==> src/rtl/snes_pkg.sv <==
// Shared types and button bit positions for the SNES/NES pad poller.
`timescale 1ns/1ps
package snes_pkg;

    typedef enum logic [1:0] {
        ST_IDLE,
        ST_ALIGN,
        ST_LATCH,
        ST_SHIFT
    } poll_state_t;

    // SNES frame bit positions (bit 0 is the first bit clocked out of the pad)
    localparam int SNES_B     = 0;
    localparam int SNES_Y     = 1;
    localparam int SNES_SEL   = 2;
    localparam int SNES_START = 3;
    localparam int SNES_UP    = 4;
    localparam int SNES_DN    = 5;
    localparam int SNES_LT    = 6;
    localparam int SNES_RT    = 7;
    localparam int SNES_A     = 8;
    localparam int SNES_X     = 9;
    localparam int SNES_L     = 10;
    localparam int SNES_R     = 11;

    // NES frame bit positions
    localparam int NES_A      = 0;
    localparam int NES_B      = 1;
    localparam int NES_SEL    = 2;
    localparam int NES_START  = 3;
    localparam int NES_UP     = 4;
    localparam int NES_DN     = 5;
    localparam int NES_LT     = 6;
    localparam int NES_RT     = 7;

endpackage

==> src/rtl/snes_multi_poller_if.sv <==
// Pad pins plus host-facing control and button-state bus of the poller.
`timescale 1ns/1ps
interface snes_multi_poller_if #(
    parameter int NUM_PADS = 2,
    parameter int NUM_BITS = 16
);
    logic                         poll_en;
    logic                         poll_req;
    logic [NUM_PADS-1:0]          con_serial;
    logic                         con_clock;
    logic                         con_latch;
    logic                         busy;
    logic [NUM_PADS*NUM_BITS-1:0] con_state;
    logic [NUM_PADS*NUM_BITS-1:0] con_pressed;
    logic [NUM_PADS*NUM_BITS-1:0] con_released;
    logic                         frame_valid;
    logic                         overrun;

    // master: the poller itself; slave: host logic and pad pins
    modport master (
        input  poll_en, poll_req, con_serial,
        output con_clock, con_latch, busy, con_state, con_pressed,
               con_released, frame_valid, overrun
    );

    modport slave (
        output poll_en, poll_req, con_serial,
        input  con_clock, con_latch, busy, con_state, con_pressed,
               con_released, frame_valid, overrun
    );
endinterface

==> src/rtl/snes_bit_clock.sv <==
// Free-running pad bit clock divider: div_clk toggles every HALF_BIT cycles.
`timescale 1ns/1ps
module snes_bit_clock #(
    parameter int HALF_BIT = 300
) (
    input  logic clock,
    input  logic reset,
    output logic div_clk,
    output logic rise,
    output logic fall
);
    localparam int PW = (HALF_BIT > 1) ? $clog2(HALF_BIT) : 1;

    logic [PW-1:0] phase;
    logic          tc;

    assign tc   = (phase == PW'(HALF_BIT - 1));
    // strobes coincide with the edge on which div_clk changes level
    assign rise = tc & ~div_clk;
    assign fall = tc & div_clk;

    always_ff @(posedge clock or posedge reset) begin
        if (reset) begin
            phase   <= '0;
            div_clk <= 1'b1;
        end else if (tc) begin
            phase   <= '0;
            div_clk <= ~div_clk;
        end else begin
            phase   <= phase + 1'b1;
        end
    end
endmodule

==> src/rtl/snes_multi_poller.sv <==
// Periodic latch-and-shift reader for NUM_PADS SNES/NES pads on a shared clock/latch.
//  state  | meaning
//  IDLE   | no frame; con_clock high, con_latch low
//  ALIGN  | frame requested, waiting for a bit-clock rise
//  LATCH  | con_latch high for one full bit period
//  SHIFT  | con_clock follows div_clk; sample on fall, count on rise
`timescale 1ns/1ps
module snes_multi_poller
    import snes_pkg::*;
#(
    parameter int NUM_PADS    = 2,
    parameter int NUM_BITS    = 16,
    parameter int POLL_PERIOD = 833333,
    parameter int HALF_BIT    = 300
) (
    input  logic                 clock,
    input  logic                 reset,
    snes_multi_poller_if.master  bus
);
    localparam int W  = NUM_PADS * NUM_BITS;
    localparam int CW = $clog2(NUM_BITS + 1);
    localparam int TW = (POLL_PERIOD > 1) ? $clog2(POLL_PERIOD) : 1;

    poll_state_t   state, state_nx;
    logic          div_clk, rise, fall;
    logic [TW-1:0] poll_cnt;
    logic          tick, trigger, commit;
    logic [CW-1:0] bit_cnt;
    logic [W-1:0]  shift_all, new_state;
    logic [W-1:0]  state_q, pressed_q, released_q;
    logic          busy_q, frame_valid_q, overrun_q;

    snes_bit_clock #(.HALF_BIT(HALF_BIT)) u_bit_clock (
        .clock   (clock),
        .reset   (reset),
        .div_clk (div_clk),
        .rise    (rise),
        .fall    (fall)
    );

    assign tick    = (poll_cnt == TW'(POLL_PERIOD - 1));
    assign trigger = (tick & bus.poll_en) | bus.poll_req;

    always_ff @(posedge clock or posedge reset) begin
        if (reset)     poll_cnt <= '0;
        else if (tick) poll_cnt <= '0;
        else           poll_cnt <= poll_cnt + 1'b1;
    end

    always_ff @(posedge clock or posedge reset) begin
        if (reset) state <= ST_IDLE;
        else       state <= state_nx;
    end

    always_comb begin
        state_nx = state;
        commit   = 1'b0;
        case (state)
            ST_IDLE:  if (trigger) state_nx = ST_ALIGN;
            ST_ALIGN: if (rise)    state_nx = ST_LATCH;
            ST_LATCH: if (rise)    state_nx = ST_SHIFT;
            ST_SHIFT: begin
                if (rise && bit_cnt == CW'(NUM_BITS - 1)) begin
                    state_nx = ST_IDLE;
                    commit   = 1'b1;
                end
            end
            default:  state_nx = ST_IDLE;
        endcase
    end

    always_ff @(posedge clock or posedge reset) begin
        if (reset)                  bit_cnt <= '0;
        else if (state != ST_SHIFT) bit_cnt <= '0;
        else if (rise)              bit_cnt <= bit_cnt + 1'b1;
    end

    // First bit out of the pad ends up at bit 0
    for (genvar p = 0; p < NUM_PADS; p++) begin : g_pad
        logic [NUM_BITS-1:0] sr;
        always_ff @(posedge clock or posedge reset) begin
            if (reset)
                sr <= '0;
            else if (state == ST_SHIFT && fall)
                sr <= {bus.con_serial[p], sr[NUM_BITS-1:1]};
        end
        assign shift_all[p*NUM_BITS +: NUM_BITS] = sr;
    end

    assign new_state = ~shift_all;

    always_ff @(posedge clock or posedge reset) begin
        if (reset) begin
            state_q       <= '0;
            pressed_q     <= '0;
            released_q    <= '0;
            busy_q        <= 1'b0;
            frame_valid_q <= 1'b0;
            overrun_q     <= 1'b0;
        end else begin
            busy_q        <= (state_nx != ST_IDLE);
            frame_valid_q <= commit;
            pressed_q     <= commit ? (new_state & ~state_q) : '0;
            released_q    <= commit ? (~new_state & state_q) : '0;
            if (commit)
                state_q <= new_state;
            if (trigger && state != ST_IDLE)
                overrun_q <= 1'b1;
        end
    end

    assign bus.con_clock    = (state == ST_SHIFT) ? div_clk : 1'b1;
    assign bus.con_latch    = (state == ST_LATCH);
    assign bus.busy         = busy_q;
    assign bus.con_state    = state_q;
    assign bus.con_pressed  = pressed_q;
    assign bus.con_released = released_q;
    assign bus.frame_valid  = frame_valid_q;
    assign bus.overrun      = overrun_q;
endmodule
==> src/flat_wrapper.sv <==
// flat-port wrapper written by rule: the top's interface ports become plain ports
module snes_multi_poller_flat import snes_pkg::*;
#(
    parameter int NUM_PADS    = 2,
    parameter int NUM_BITS    = 16,
    parameter int POLL_PERIOD = 833333,
    parameter int HALF_BIT    = 300
)
  (clock, reset, bus_poll_en, bus_poll_req, bus_con_serial, bus_con_clock, bus_con_latch, bus_busy, bus_con_state, bus_con_pressed, bus_con_released, bus_frame_valid, bus_overrun);
  snes_multi_poller_if #(.NUM_PADS(NUM_PADS), .NUM_BITS(NUM_BITS)) bus_i ();
  input  logic clock;
  input  logic reset;
  input wire logic [$bits(bus_i.poll_en)-1:0] bus_poll_en;
  input wire logic [$bits(bus_i.poll_req)-1:0] bus_poll_req;
  input wire logic [$bits(bus_i.con_serial)-1:0] bus_con_serial;
  output wire logic [$bits(bus_i.con_clock)-1:0] bus_con_clock;
  output wire logic [$bits(bus_i.con_latch)-1:0] bus_con_latch;
  output wire logic [$bits(bus_i.busy)-1:0] bus_busy;
  output wire logic [$bits(bus_i.con_state)-1:0] bus_con_state;
  output wire logic [$bits(bus_i.con_pressed)-1:0] bus_con_pressed;
  output wire logic [$bits(bus_i.con_released)-1:0] bus_con_released;
  output wire logic [$bits(bus_i.frame_valid)-1:0] bus_frame_valid;
  output wire logic [$bits(bus_i.overrun)-1:0] bus_overrun;
  assign bus_i.poll_en = bus_poll_en;
  assign bus_i.poll_req = bus_poll_req;
  assign bus_i.con_serial = bus_con_serial;
  assign bus_con_clock = bus_i.con_clock;
  assign bus_con_latch = bus_i.con_latch;
  assign bus_busy = bus_i.busy;
  assign bus_con_state = bus_i.con_state;
  assign bus_con_pressed = bus_i.con_pressed;
  assign bus_con_released = bus_i.con_released;
  assign bus_frame_valid = bus_i.frame_valid;
  assign bus_overrun = bus_i.overrun;
  snes_multi_poller #(.NUM_PADS(NUM_PADS), .NUM_BITS(NUM_BITS), .POLL_PERIOD(POLL_PERIOD), .HALF_BIT(HALF_BIT)) u_core (.clock(clock), .reset(reset), .bus(bus_i));
endmodule
==> config.mk <==
export PLATFORM = sky130hd
export DESIGN_NAME = snes_multi_poller_flat
export DESIGN_NICKNAME = d
export VERILOG_FILES = /design/src/rtl/snes_pkg.sv /design/src/rtl/snes_multi_poller_if.sv /design/src/rtl/snes_bit_clock.sv /design/src/rtl/snes_multi_poller.sv /design/src/flat_wrapper.sv
export SDC_FILE = /design/constraint.sdc
export NUM_CORES = 1
export LEC_CHECK = 0
export ABC_AREA = 1
export BUFFER_PORTS_ARGS = -buffer_cell sky130_fd_sc_hd__buf_2
export CAP_MARGIN = 5
export CORE_ASPECT_RATIO = 1.2
export CORE_MARGIN = 2
export CORE_UTILIZATION = 42
export CTS_CLUSTER_DIAMETER = 100
export DETAILED_ROUTE_END_ITERATION = 16
export GPL_TIMING_DRIVEN = 0
export SYNTH_ARGS = -nofsm -noshare
export SYNTH_HDL_FRONTEND = slang
export SYNTH_SLANG_ARGS = --single-unit
==> constraint.sdc <==
create_clock -name clock -period 12.5 [get_ports clock]
set_input_delay 0.625 -clock clock [delete_from_list [all_inputs] [get_ports clock]]
set_output_delay 0.625 -clock clock [all_outputs]
set_load 0.01 [all_outputs]
Yosys cells after proc, flatten, opt, wreduce, memory -nomap -nowiden
Cells that the tools add are included.
- register bits: 168
- bits in latches: 0
- RAM bits: 0
- memory bits (read-only): 0
- word-level logic and storage cells: 54
- memories kept: 0
- $add $sub $neg: 3
- multipliers: 0
- div/mod/pow operators: 0
- $lt $le $gt $ge: 0
- eq/ne operators: 7
- shift operators: 0
- muxes and demuxes: 14
- bitwise gates (word level): 10
- reduce and logical (&&, ||, !) cells: 7
- operators by type and width (kind ; count):
    $not A32 Y32 ; 3
    $and A32 B32 Y32 ; 2
    $mux W32 ; 2
    $add A20 B1 Y20 const B ; 1
    $eq A20 B20 Y1 const B ; 1
    $mux W20 ; 1
    $mux W5 ; 2
    $add A9 B1 Y9 const B ; 1
    $eq A9 B9 Y1 const B ; 1
    $mux W9 ; 1
    $mux W2 ; 4
    $pmux W2 S4 ; 1
    $reduce_bool A2 Y1 ; 3
    $add A5 B1 Y5 const B ; 1
    $eq A5 B4 Y1 const B ; 1
    $eq A2 B2 Y1 const B ; 2
    $and A1 B1 Y1 ; 3
    $logic_and A1 B1 Y1 ; 3
    $mux W1 ; 3
    $eq A2 B1 Y1 const B ; 1
    $logic_not A2 Y1 ; 1
    $ne A2 B2 Y1 const B ; 1
    $not A1 Y1 ; 1
    $or A1 B1 Y1 ; 1

Longest topological paths before layout
Gate-level depths: netlist of run 1.
- depth in word-level cells: 6
- gate-level depth with buffers: 10
- mapped depth without buffers: 10

By module
From an unflattened synthesis of run 1, not the netlist that was laid out.
- cells, all modules: 679
- area total of the unflattened synthesis: 6510.0 um^2
- modules (own cells, without submodules) (module ; instances ; cells each ; area each (um^2)):
    snes_multi_poller ; 1 ; 611 ; 6002.0
    snes_bit_clock ; 1 ; 68 ; 508.0

Worst setup path before layout of run 1
No wires, ideal clock.
- path type: reg-to-reg
- start: register u_core.bit_cnt[0]
- end: register u_core.state_q[2], in the netlist u_core.bus.con_state[2]
- setup time: 117 ps
- data arrival time: 1539 ps
- required time: 12383 ps
- slack: 10845 ps
- stages on the path, launching flop included: 11
- buffers on the path: 2
- period minus slack after synthesis: 1655 ps
- path through: dfrtp_1 -> ha_1 -> nand2_1 -> nor2_1 -> ha_1 -> nand4_2 -> buf_2 -> buf_2 -> nand2_1 -> o21ai_1 -> inv_2
- cells in the longest elaborated chain, start to end: 4
- ends and longest elaborated chain (element ; RTL line ; source):
    from (decl) ; snes_multi_poller.sv:28 ; logic [CW-1:0] bit_cnt;
    from (signal assigned) ; snes_multi_poller.sv:75 ; else if (rise) bit_cnt <= bit_cnt + 1'b1;
    $eq A5 B4 Y1 ; snes_multi_poller.sv:63 ; if (rise && bit_cnt == CW'(NUM_BITS - 1)) begin
    $logic_and A1 B1 Y1 ; snes_multi_poller.sv:63 ;
    $mux W1 ; snes_multi_poller.sv:63 ;
    $mux W1 ; snes_multi_poller.sv:58 ; case (state)
    to (signal assigned) ; snes_multi_poller.sv:106 ; state_q <= new_state;
    to (decl) ; snes_multi_poller.sv:30 ; logic [W-1:0] state_q, pressed_q, released_q;
No other way between the ends.
A chain may end at the register's enable or synchronous reset.

Worst setup path in the final report of run 1
- start: register u_core.bit_cnt[0]
- end: register u_core.state_q[29], in the netlist u_core.bus.con_state[29]
Same word-level chain as after synthesis.

==> impl_results.md, run 1 <==
- Worst vdd ir: 0.0000903 V
- Antenna Nets Post-Route: 0
- Core Rows: 51
- First-pass GRT wire length: 25900 um
- Drt first pass iters: 4
- GRT Total Usage: 0.185
- Worst hold path type: input pin to async pin
- Slew @ Worst Pin: 0.709 ns
- Period utilization: 0.167
- CTS Sinks: 168
- Share of layout cells above drive strength 1: 0.270
- Syn nets: 717
- Overflow after GRT: 0
- Remaining DRCs: 0
- DP HPWL: 10700 um
- Final Hold Viols: 0
- Peak fanout along the critical path: 10
- Layout Nets: 843
- Die X: 122 um
- Required time worst endpoint: 12.81 ns
- Avg WL per Cell: 14.7 um
- Run status: completed
- Leakage dissipation: 4.73 nW
- Mapped Cells: 706
- Maxcap violations: 0
- Setup WS pre-CTS: 10.44 ns
- Critical Path AT: 2.39 ns
- DR vias: 5010
- Mapped Area: 7000 um^2
- CP endpoint kind: flop
- Post-CTS Setup Bufs: 0
- Antenna cells: 0
- Clock buffer depth: 2
- RSZ-0062 raised after global routing: false
- Area leader, netlist: dfrtp_1
- Final setup vio count: 0
- CTS root buffer: clkbuf_16
- H-tree depth: 4
- Boundary Pins: 107
- Fmax: 480 MHz
- Syn avg cell area: 9.92 um^2
- Worst relative slew slack: 0.527
- Post-CTS Hold Fix Bufs: 0
- Pin count of the biggest net entering global routing: 99
- GP Congestion: 0.931
- PnR worst setup slack: 10.42 ns
- Die Y: 145 um
- IO Port Bufs: 106
- Number of global-route vias before repair: 5194
- Power Total: 1.09 mW
- Register area share after synthesis: 0.601
- Ys Warns: 0
- Initial antenna violation count: 0
- Clock transition at path regs: 0.07 ns
- Die area: 17700 um^2
- Critical path class: flop to flop
- Yosys cell types: 30
- Post-Layout Cell Count: 1057
- CTS tree: yes
- Synth top area share: 0.597
- Post-layout min period: 2.08 ns
- Post_cts resized: 0
- Post-Route Setup TNS: 0 ns
- WL final: 15500 um
- Skew-Pair Late Insertion Delay: 0.42 ns
- Pwr Density: 129 nW/um^2
- Initial core utilization: 0.430
- CP Launch Type: flop
- Seq cells post-synth: 168
- CTS buffer count: 17
- Final clock skew: 0.0117 ns
- DR iter-0 viols: 359
- Core Box Area: 16300 um^2
- Via density: 4.74
- # placed instances: 1025
- Slew Limit Fails: 0
- Synthesis-to-finish area growth: 20.4%
- Top cells by area, synth: dfrtp_1, nor3_2, inv_1, nand2_1, o21ai_1
[worst max-delay path: stages, from the launching register on]
cell and delay (ns):
dfrtp_1 0.41, ha_1 0.23, nand2_1 0.09, nor2_1 0.05, ha_1 0.18, nand4_2 0.15, clkbuf_1 0.56, nand2_1 0.11
o21ai_0 0.12, inv_1 0.06
[worst paths after layout]
path | startpoint | end | slack (ns) | cells after the start
max | u_core.bit_cnt[0] | u_core.bus.con_state[29] | 10.42 | 9
min | reset | u_core.state[1] | 0.25 | 2
max reg2reg | u_core.bit_cnt[0] | u_core.bus.con_state[29] | 10.42 | 9
min reg2reg | u_core.bus.con_state[14] | u_core.bus.con_pressed[14] | 0.46 | 1
max in group asynchronous | reset | u_core.bus.con_pressed[24] | 11.39 | 3
min in group clock | bus_con_serial[0] | u_core.g_pad[0].sr[15] | 0.45 | 3
[report_power, final]
part,internal [mW],switching (mW),total [mW]
clock,0.321,0.212,0.533
combinational,0.00171,0.0110,0.0127
sequential,0.544,0,0.544
total,0.867,0.223,1.09
[cells in the final DEF, fill, tap and decap left out, types with 8 or more instances in the layout]
master | Yosys | layout
buf_2 | 8 | 114
nor3_2 | 64 | 64
xor2_1 | 9 | 9
nand3_1 | 25 | 25
o21ai_0 | 17 | 17
dfrtp_1 | 167 | 167
inv_1 | 143 | 142
nor2_1 | 39 | 39
clkbuf_16 | 0 | 17
o21ai_1 | 55 | 55
nor3_1 | 14 | 14
clkbuf_1 | 4 | 8
nand2_1 | 117 | 117
[metal layers]
| layer | GRT usage | routed length [um] | vias to the layer above |
|---|---|---|---|
| li1 | - | - | 2448 |
| met1 | 0.237 | 6780 | 2430 |
| met2 | 0.305 | 7670 | 117 |
| met3 | 0.0549 | 909 | 15 |
| met4 | 0.0534 | 179 | 0 |
| met5 | 0 | 0 | - |
[layout make-up]
cell class / instances / area, um^2
inverters: 148 / 564
multi-input cells: 370 / 2110
clock buffers: 22 / 454
well taps: 212 / 265
plain buffers: 20 / 126
fillers: 1483 / 7840
flip-flops and latches: 168 / 4210
clock inverters: 10 / 145
repair buffers: 107 / 558
[stage by stage]
step	hold WS, ns	utilization	cell area, um^2
after floorplan	0.432	-	7000
after global placement	0.445	0.479	7800
after detailed placement	0.453	0.481	7830
after CTS	0.261	0.518	8430
after global routing	0.281	0.518	8430
final	0.254	0.518	8430
[state kept, by name (all words and copies together), names as in the netlist]
| signal | count |
|---|---|
| u_core.bus.overrun | 1 |
| u_core.poll_cnt | 20 |
| u_core.u_bit_clock.div_clk | 1 |
| u_core.g_pad.sr | 32 |
| u_core.bus.con_released | 32 |
| u_core.bus.frame_valid | 1 |
| u_core.bit_cnt | 5 |
| u_core.bus.con_state | 32 |
| u_core.bus.con_pressed | 32 |
| u_core.state | 2 |
| u_core.bus.busy | 1 |
| u_core.u_bit_clock.phase | 9 |
[cells in the mapped netlist (all sizes together)]
cell    instances
nor3           80
nor4            1
nand3          26
ha              5
o22ai           1
a21oi           7
clkbuf          4
buf            16
mux2i           1
dfstp           1
dfrtp         167
o21ai          72
nor2           40
clkinv          1
nand2         118
a31oi           1
nand4           8
inv           147
xor2            9
xnor2           1
[kinds of logic after synthesis]
family,after synthesis,share of synthesized area
and+or+nand+nor,273,0.221
buffers and inverters,168,0.0976
DFF,168,0.601
AOI/OAI and AO/OA,81,0.0582
xor gates and xnor gates,10,0.0125
adders and majority gates,5,0.00893
muxes,1,0.00143
Note: power is estimated with default switching activity, not from simulation.
==> inputs of run 2 (changes only) <==
==> constraint.sdc (replaced) <==
create_clock -name clock -period 1.8 [get_ports clock]
set_input_delay 0.09 -clock clock [delete_from_list [all_inputs] [get_ports clock]]
set_output_delay 0.09 -clock clock [all_outputs]
set_load 0.01 [all_outputs]
==> run 2 against run 1 <==
Net effect: clock-buffer cell count down 2; clock skew down 0.0053 ns; core utilization up 3.2 points; sequential share of layout area down 2.9 points; routed wire length up 1.7%.
==> impl_results.md, run 2 (synthesis gave the netlist of run 1 again) <==
- Pwr Density: 844 nW/um^2 (was 129 nW/um^2)
- H-tree depth: 4 (unchanged)
- DR iter-0 viols: 276 (was 359)
- Antenna cells: 0 (unchanged)
- Required time worst endpoint: 2.15 ns (was 12.81 ns)
- # placed instances: 1028 (was 1025)
- Leakage dissipation: 4.99 nW (was 4.73 nW)
- Cell Area, Placed: 7880 um^2 (was 7830 um^2)
- Avg WL per Cell: 14.7 um (about the same)
- Synthesis-to-finish area growth: 27.9% (was 20.4%)
- Post-Route Setup TNS: 0 ns (unchanged)
- Worst vdd ir: 0.000677 V (was 0.0000903 V)
- Boundary Pins: 107 (unchanged)
- RSZ-0062 raised after global routing: true (was false)
- Critical Path AT: 2.14 ns (was 2.39 ns)
- Most common cell after layout, fill and taps aside: dfrtp_1 (unchanged)
- Fmax: 558 MHz (was 480 MHz)
- Final clock skew: 0.00638 ns (was 0.0117 ns)
- Antenna Nets Post-Route: 0 (unchanged)
- IO Port Bufs: 106 (unchanged)
- Post-Layout Cell Count: 1073 (was 1057)
- Die area: 17700 um^2 (unchanged)
- Clock buffer depth: 2 (unchanged)
- Setup WS pre-CTS: -0.290 ns (was 10.44 ns)
- WL final: 15800 um (was 15500 um)
- GR Util met2: 0.301 (was 0.305)
- Drt first pass iters: 4 (unchanged)
- CTS root buffer: clkbuf_16 (unchanged)
- CP endpoint kind: flop (unchanged)
- Most frequent cells in the layout: dfrtp_1, inv_1, nand2_1 (unchanged)
- Clock transition at path regs: 0.07 ns (about the same)
- DR vias: 5134 (was 5010)
- GP Congestion: 0.894 (was 0.931)
- Worst hold path type: input pin to flop (was input pin to async pin)
- Final setup vio count: 0 (unchanged)
- Number of global-route vias before repair: 5157 (was 5194)
- CTS tree: yes (unchanged)
- Slew Limit Fails: 0 (unchanged)
- Peak fanout along the critical path: 10 (unchanged)
- Maxcap violations: 0 (unchanged)
- Post-layout min period: 1.79 ns (was 2.08 ns)
- Overflow after GRT: 0 (unchanged)
- Die X: 122 um (unchanged)
- Remaining DRCs: 0 (unchanged)
- CTS Sinks: 168 (unchanged)
- Fillers: 1448 (was 1483)
- Run status: completed (unchanged)
- Pin count of the biggest net entering global routing: 45 (was 99)
- Worst relative slew slack: 0.682 (was 0.527)
- Met3 Use GR: 0.0560 (was 0.0549)
- Share of layout cells above drive strength 1: 0.316 (was 0.270)
- Initial core utilization: 0.430 (unchanged)
- Final Hold Viols: 0 (unchanged)
- Via density: 4.78 (was 4.74)
- Slew @ Worst Pin: 0.476 ns (was 0.709 ns)
- Layout Nets: 859 (was 843)
- Period utilization: 0.996 (was 0.167)
- Core Rows: 51 (unchanged)
- GRT Total Usage: 0.184 (was 0.185)
- Skew-Pair Late Insertion Delay: 0.42 ns (about the same)
- Final Cell Area: 8960 um^2 (was 8430 um^2)
- Critical path class: flop to flop (unchanged)
- CTS buffer count: 17 (unchanged)
- PnR worst setup slack: 0.00808 ns (was 10.42 ns)
- Die Y: 145 um (unchanged)
- DP HPWL: 11000 um (was 10700 um)
- Core Box Area: 16300 um^2 (unchanged)
- Grt peak-use layer: met2 (unchanged)
- CP Launch Type: flop (unchanged)
- First-pass GRT wire length: 25700 um (was 25900 um)
- GR Util met1: 0.236 (was 0.237)
- Initial antenna violation count: 0 (unchanged)
[run 2: power by group]
part / internal (mW) / switching (mW)
registers: 3.78 / 0
logic: 0.0285 / 0.0797
clock network: 2.22 / 1.46
total: 6.02 / 1.54
[run 2: worst max-delay path, stage by stage, from the launching register on]
cell     delay [ns]
dfrtp_1        0.35
ha_2           0.20
nand2_2        0.07
nor3_4         0.29
nand2_2        0.14
inv_4          0.11
nand3_4        0.12
buf_6          0.17
buf_12         0.14
o21ai_1        0.12
[run 2: what timing repair did]
item | CTS | global route
buffers inserted | 0 | 8
setup endpoints to repair | 109 | 141
endpoints found under the hold margin | 21 | 0
pin swaps | 0 | 7
cloned | 0 | 1
hold buffers | 4 | 0
resized for setup | 16 | 80
[run 2: worst paths after layout]
| check | start | endpoint | slack [ns] | cells after the start |
|---|---|---|---|---|
| worst max-delay path | u_core.u_bit_clock.phase[0] | u_core.g_pad[0].sr[2] | 0.008 | 9 |
| worst min-delay path | bus_poll_en | u_core.bus.overrun | 0.04 | 5 |
| worst max register to register | u_core.u_bit_clock.phase[0] | u_core.g_pad[0].sr[2] | 0.008 | 9 |
| worst min register to register | u_core.bus.con_state[29] | u_core.bus.con_pressed[29] | 0.46 | 1 |
| max in group asynchronous | reset | u_core.bus.con_state[3] | 0.72 | 5 |
| min in group asynchronous | reset | u_core.bus.con_released[16] | 0.24 | 3 |
[run 2: area by class of cell]
type / instances / area [um^2] / area share
repair buffers: 123 / 743 / 0.0830
flip-flops and latches: 168 / 4210 / 0.469
multi-input cells: 370 / 2320 / 0.259
inverters: 148 / 562 / 0.0627
clock inverters: 12 / 151 / 0.0169
plain buffers: 20 / 265 / 0.0296
clock buffers: 20 / 447 / 0.0499
well taps: 212 / 265 / 0.0296
[run 2: per-layer routing]
layer	vias to the layer above	routed length, um
met5	-	0
met3	16	882
met1	2518	6780
met2	113	7930
met4	0	205
li1	2487	-
[run 2: metrics by stage]
| stage | util | total power [mW] | hold slack [ns] |
|---|---|---|---|
| 6_report | 0.551 | 7.56 | 0.0361 |
| 5_1_grt | 0.551 | 7.83 | 0.0759 |
| 4_1_cts | 0.526 | 7.66 | 0.0265 |
| 3_5_place_dp | 0.484 | 3.95 | 0.140 |
| 3_3_place_gp | 0.480 | 3.93 | 0.336 |
| 2_1_floorplan | - | 3.90 | 0.220 |
==> inputs of run 3 (changes only) <==
--- a/config.mk
+++ b/config.mk
@@ -7,13 +7,14 @@
 export LEC_CHECK = 0
 export ABC_AREA = 1
 export BUFFER_PORTS_ARGS = -buffer_cell sky130_fd_sc_hd__buf_2
-export CAP_MARGIN = 5
+export CAP_MARGIN = 20
 export CORE_ASPECT_RATIO = 1.2
 export CORE_MARGIN = 2
 export CORE_UTILIZATION = 42
 export CTS_CLUSTER_DIAMETER = 100
 export DETAILED_ROUTE_END_ITERATION = 16
 export GPL_TIMING_DRIVEN = 0
+export SETUP_SLACK_MARGIN = 0.1
 export SYNTH_ARGS = -nofsm -noshare
 export SYNTH_HDL_FRONTEND = slang
 export SYNTH_SLANG_ARGS = --single-unit
==> run 3 against run 2 <==
Net effect: the run now ends with setup timing left; non-clock buffer count is 16 higher; clock power barely moved; worst setup slack got worse by 0.035 ns; sequential share of layout area down 2.3 points; via count rose by 3.1%.
==> impl_results.md, run 3 (synthesis gave the netlist of run 1 again) <==
- Initial antenna violation count: 0 (unchanged)
- Layout Nets: 876 (was 859)
- Cell Area, Placed: 7880 um^2 (unchanged)
- Flop-to-flop setup slack: -0.03 ns (was 0.008 ns)
- RR Startpoint: u_core.bit_cnt[1] (was u_core.u_bit_clock.phase[0])
- DP HPWL: 11000 um (unchanged)
- Drt first pass iters: 5 (was 4)
- Power Total: 7.57 mW (was 7.56 mW)
- Overflow after GRT: 0 (unchanged)
- Worst vdd ir: 0.000653 V (was 0.000677 V)
- Failing checks: setup timing
- Clock transition at path regs: 0.06 ns (was 0.07 ns)
- Met3 Use GR: 0.0556 (was 0.0560)
- GP Congestion: 0.894 (unchanged)
- CTS root buffer: clkbuf_16 (unchanged)
- GR Util met1: 0.240 (was 0.236)
- Pwr Density: 804 nW/um^2 (was 844 nW/um^2)
- Clock buffer depth: 2 (unchanged)
- Reg2reg end: u_core.bus.con_state[11] (was u_core.g_pad[0].sr[2])
- Slew Limit Fails: 0 (unchanged)
- Final Hold Viols: 0 (unchanged)
- Boundary Pins: 107 (unchanged)
- Hold path endpoint: u_core.bus.overrun (unchanged)
- Final Cell Area: 9420 um^2 (was 8960 um^2)
- CP Launch Type: flop (unchanged)
- Worst Hold Depth: 5 (unchanged)
- Post-Route Setup TNS: -0.0271 ns (was 0 ns)
- Worst relative slew slack: 0.677 (was 0.682)
- GRT Total Usage: 0.188 (was 0.184)
- First-pass GRT wire length: 26100 um (was 25700 um)
- Antenna cells: 0 (unchanged)
- Remaining DRCs: 0 (unchanged)
- Worst hold path type: input pin to flop (unchanged)
- Skew-Pair Late Insertion Delay: 0.42 ns (about the same)
- CP endpoint kind: flop (unchanged)
- WL final: 16700 um (was 15800 um)
- Worst hold margin: 0.0309 ns (was 0.0361 ns)
- Required time worst endpoint: 2.16 ns (was 2.15 ns)
- DR vias: 5291 (was 5134)
- Via density: 4.85 (was 4.78)
- HP Start: bus_poll_en (unchanged)
- Most common cell after layout, fill and taps aside: dfrtp_1 (unchanged)
- Period utilization: 1.02 (was 0.996)
- Most frequent cells in the layout: dfrtp_1, inv_1, buf_2 (was dfrtp_1, inv_1, nand2_1)
- Slew @ Worst Pin: 0.483 ns (was 0.476 ns)
- Die area: 17700 um^2 (unchanged)
- Initial core utilization: 0.430 (unchanged)
- Leakage dissipation: 5.24 nW (was 4.99 nW)
- Share of layout cells above drive strength 1: 0.379 (was 0.316)
- DR iter-0 viols: 282 (was 276)
- Number of global-route vias before repair: 5247 (was 5157)
- IO Port Bufs: 106 (unchanged)
- Multi-input logic area: 2520 um^2 (was 2320 um^2)
- Post-layout min period: 1.83 ns (was 1.79 ns)
- CTS buffer count: 17 (unchanged)
- Register area: 4210 um^2 (unchanged)
- Core Rows: 51 (unchanged)
- H-tree depth: 4 (unchanged)
- # placed instances: 1028 (unchanged)
- Die X: 122 um (unchanged)
- PnR worst setup slack: -0.0271 ns (was 0.00808 ns)
- GR Util met2: 0.308 (was 0.301)
- CTS tree: yes (unchanged)
- Grt peak-use layer: met2 (unchanged)
- Final clock skew: 0.00678 ns (was 0.00638 ns)
- Core Box Area: 16300 um^2 (unchanged)
- Run status: complete, but fails checks (was completed)
- CTS Sinks: 168 (unchanged)
- Maxcap violations: 0 (unchanged)
- Fmax: 547 MHz (was 558 MHz)
- Final setup vio count: 1 (was 0)
- Fillers: 1405 (was 1448)
- Avg WL per Cell: 15.3 um (was 14.7 um)
- Antenna Nets Post-Route: 0 (unchanged)
- Pin count of the biggest net entering global routing: 45 (unchanged)
- Die Y: 145 um (unchanged)
- Critical Path AT: 2.19 ns (was 2.14 ns)
- Critical path class: flop to flop (unchanged)
- RSZ-0062 raised after global routing: true (unchanged)
- Synthesis-to-finish area growth: 34.5% (was 27.9%)
- Peak fanout along the critical path: 7 (was 10)
- Post-Layout Cell Count: 1090 (was 1073)
- Worst reg-to-reg path cell count: 10 (was 9)
## run 3: worst max path at each step
stage / startpoint / to / slack, ns
2_1_floorplan: reset / u_core.bit_cnt[0] / -0.43
3_3_place_gp: reset / u_core.bus.con_state[6] / -1.39
3_5_place_dp: u_core.bit_cnt[0] / u_core.bus.con_state[23] / -0.29
4_1_cts: u_core.u_bit_clock.phase[1] / u_core.bus.con_state[24] / 0.04
5_1_grt: u_core.bit_cnt[0] / u_core.bus.con_state[11] / -0.11
6_report: u_core.bit_cnt[1] / u_core.bus.con_state[11] / -0.03
## run 3: through the flow
| stage | util | worst slack, ns |
|---|---|---|
| final | 0.579 | -0.0271 |
| after global routing | 0.579 | -0.112 |
| after CTS | 0.542 | 0.0360 |
| after detailed placement | 0.484 | -0.290 |
| after global placement | 0.480 | -1.39 |
| after floorplan | - | -0.430 |
## run 3: routing by layer
metal  part of all wire  vias up
met3              0.053       26
met4              0.016        0
met1               0.42     2611
met5                  0        -
met2               0.51      130
li1                   -     2524
## run 3: timing repair
item,in CTS,in global routing
gates cloned,1,6
setup buffers,9,10
gates resized for setup,56,108
hold endpoints to repair,21,0
pin swaps,3,7
endpoints found under the setup margin,132,152
hold buffers,4,0
## run 3: power by group
part	internal, mW	switching (mW)
Sequential	3.78	0
Clock	2.21	1.47
Combinational	0.0285	0.0792
## run 3: area by class of cell
cell class,instances,share of cell area
Multi-Input combinational cell,371,0.267
Clock inverter,12,0.0161
Timing Repair Buffer,139,0.101
Clock buffer,20,0.0474
Tap cell,212,0.0282
Sequential cell,168,0.447
Inverter,148,0.0599
Buffer,20,0.0332
## run 3: critical path: stages (launching register included)
cell	delay, ns
dfrtp_1	0.36
ha_2	0.20
nand2_2	0.08
nor2_2	0.12
ha_2	0.20
nand4_4	0.19
clkbuf_16	0.25
clkbuf_16	0.17
nand2_1	0.06
o21ai_1	0.07
inv_1	0.06
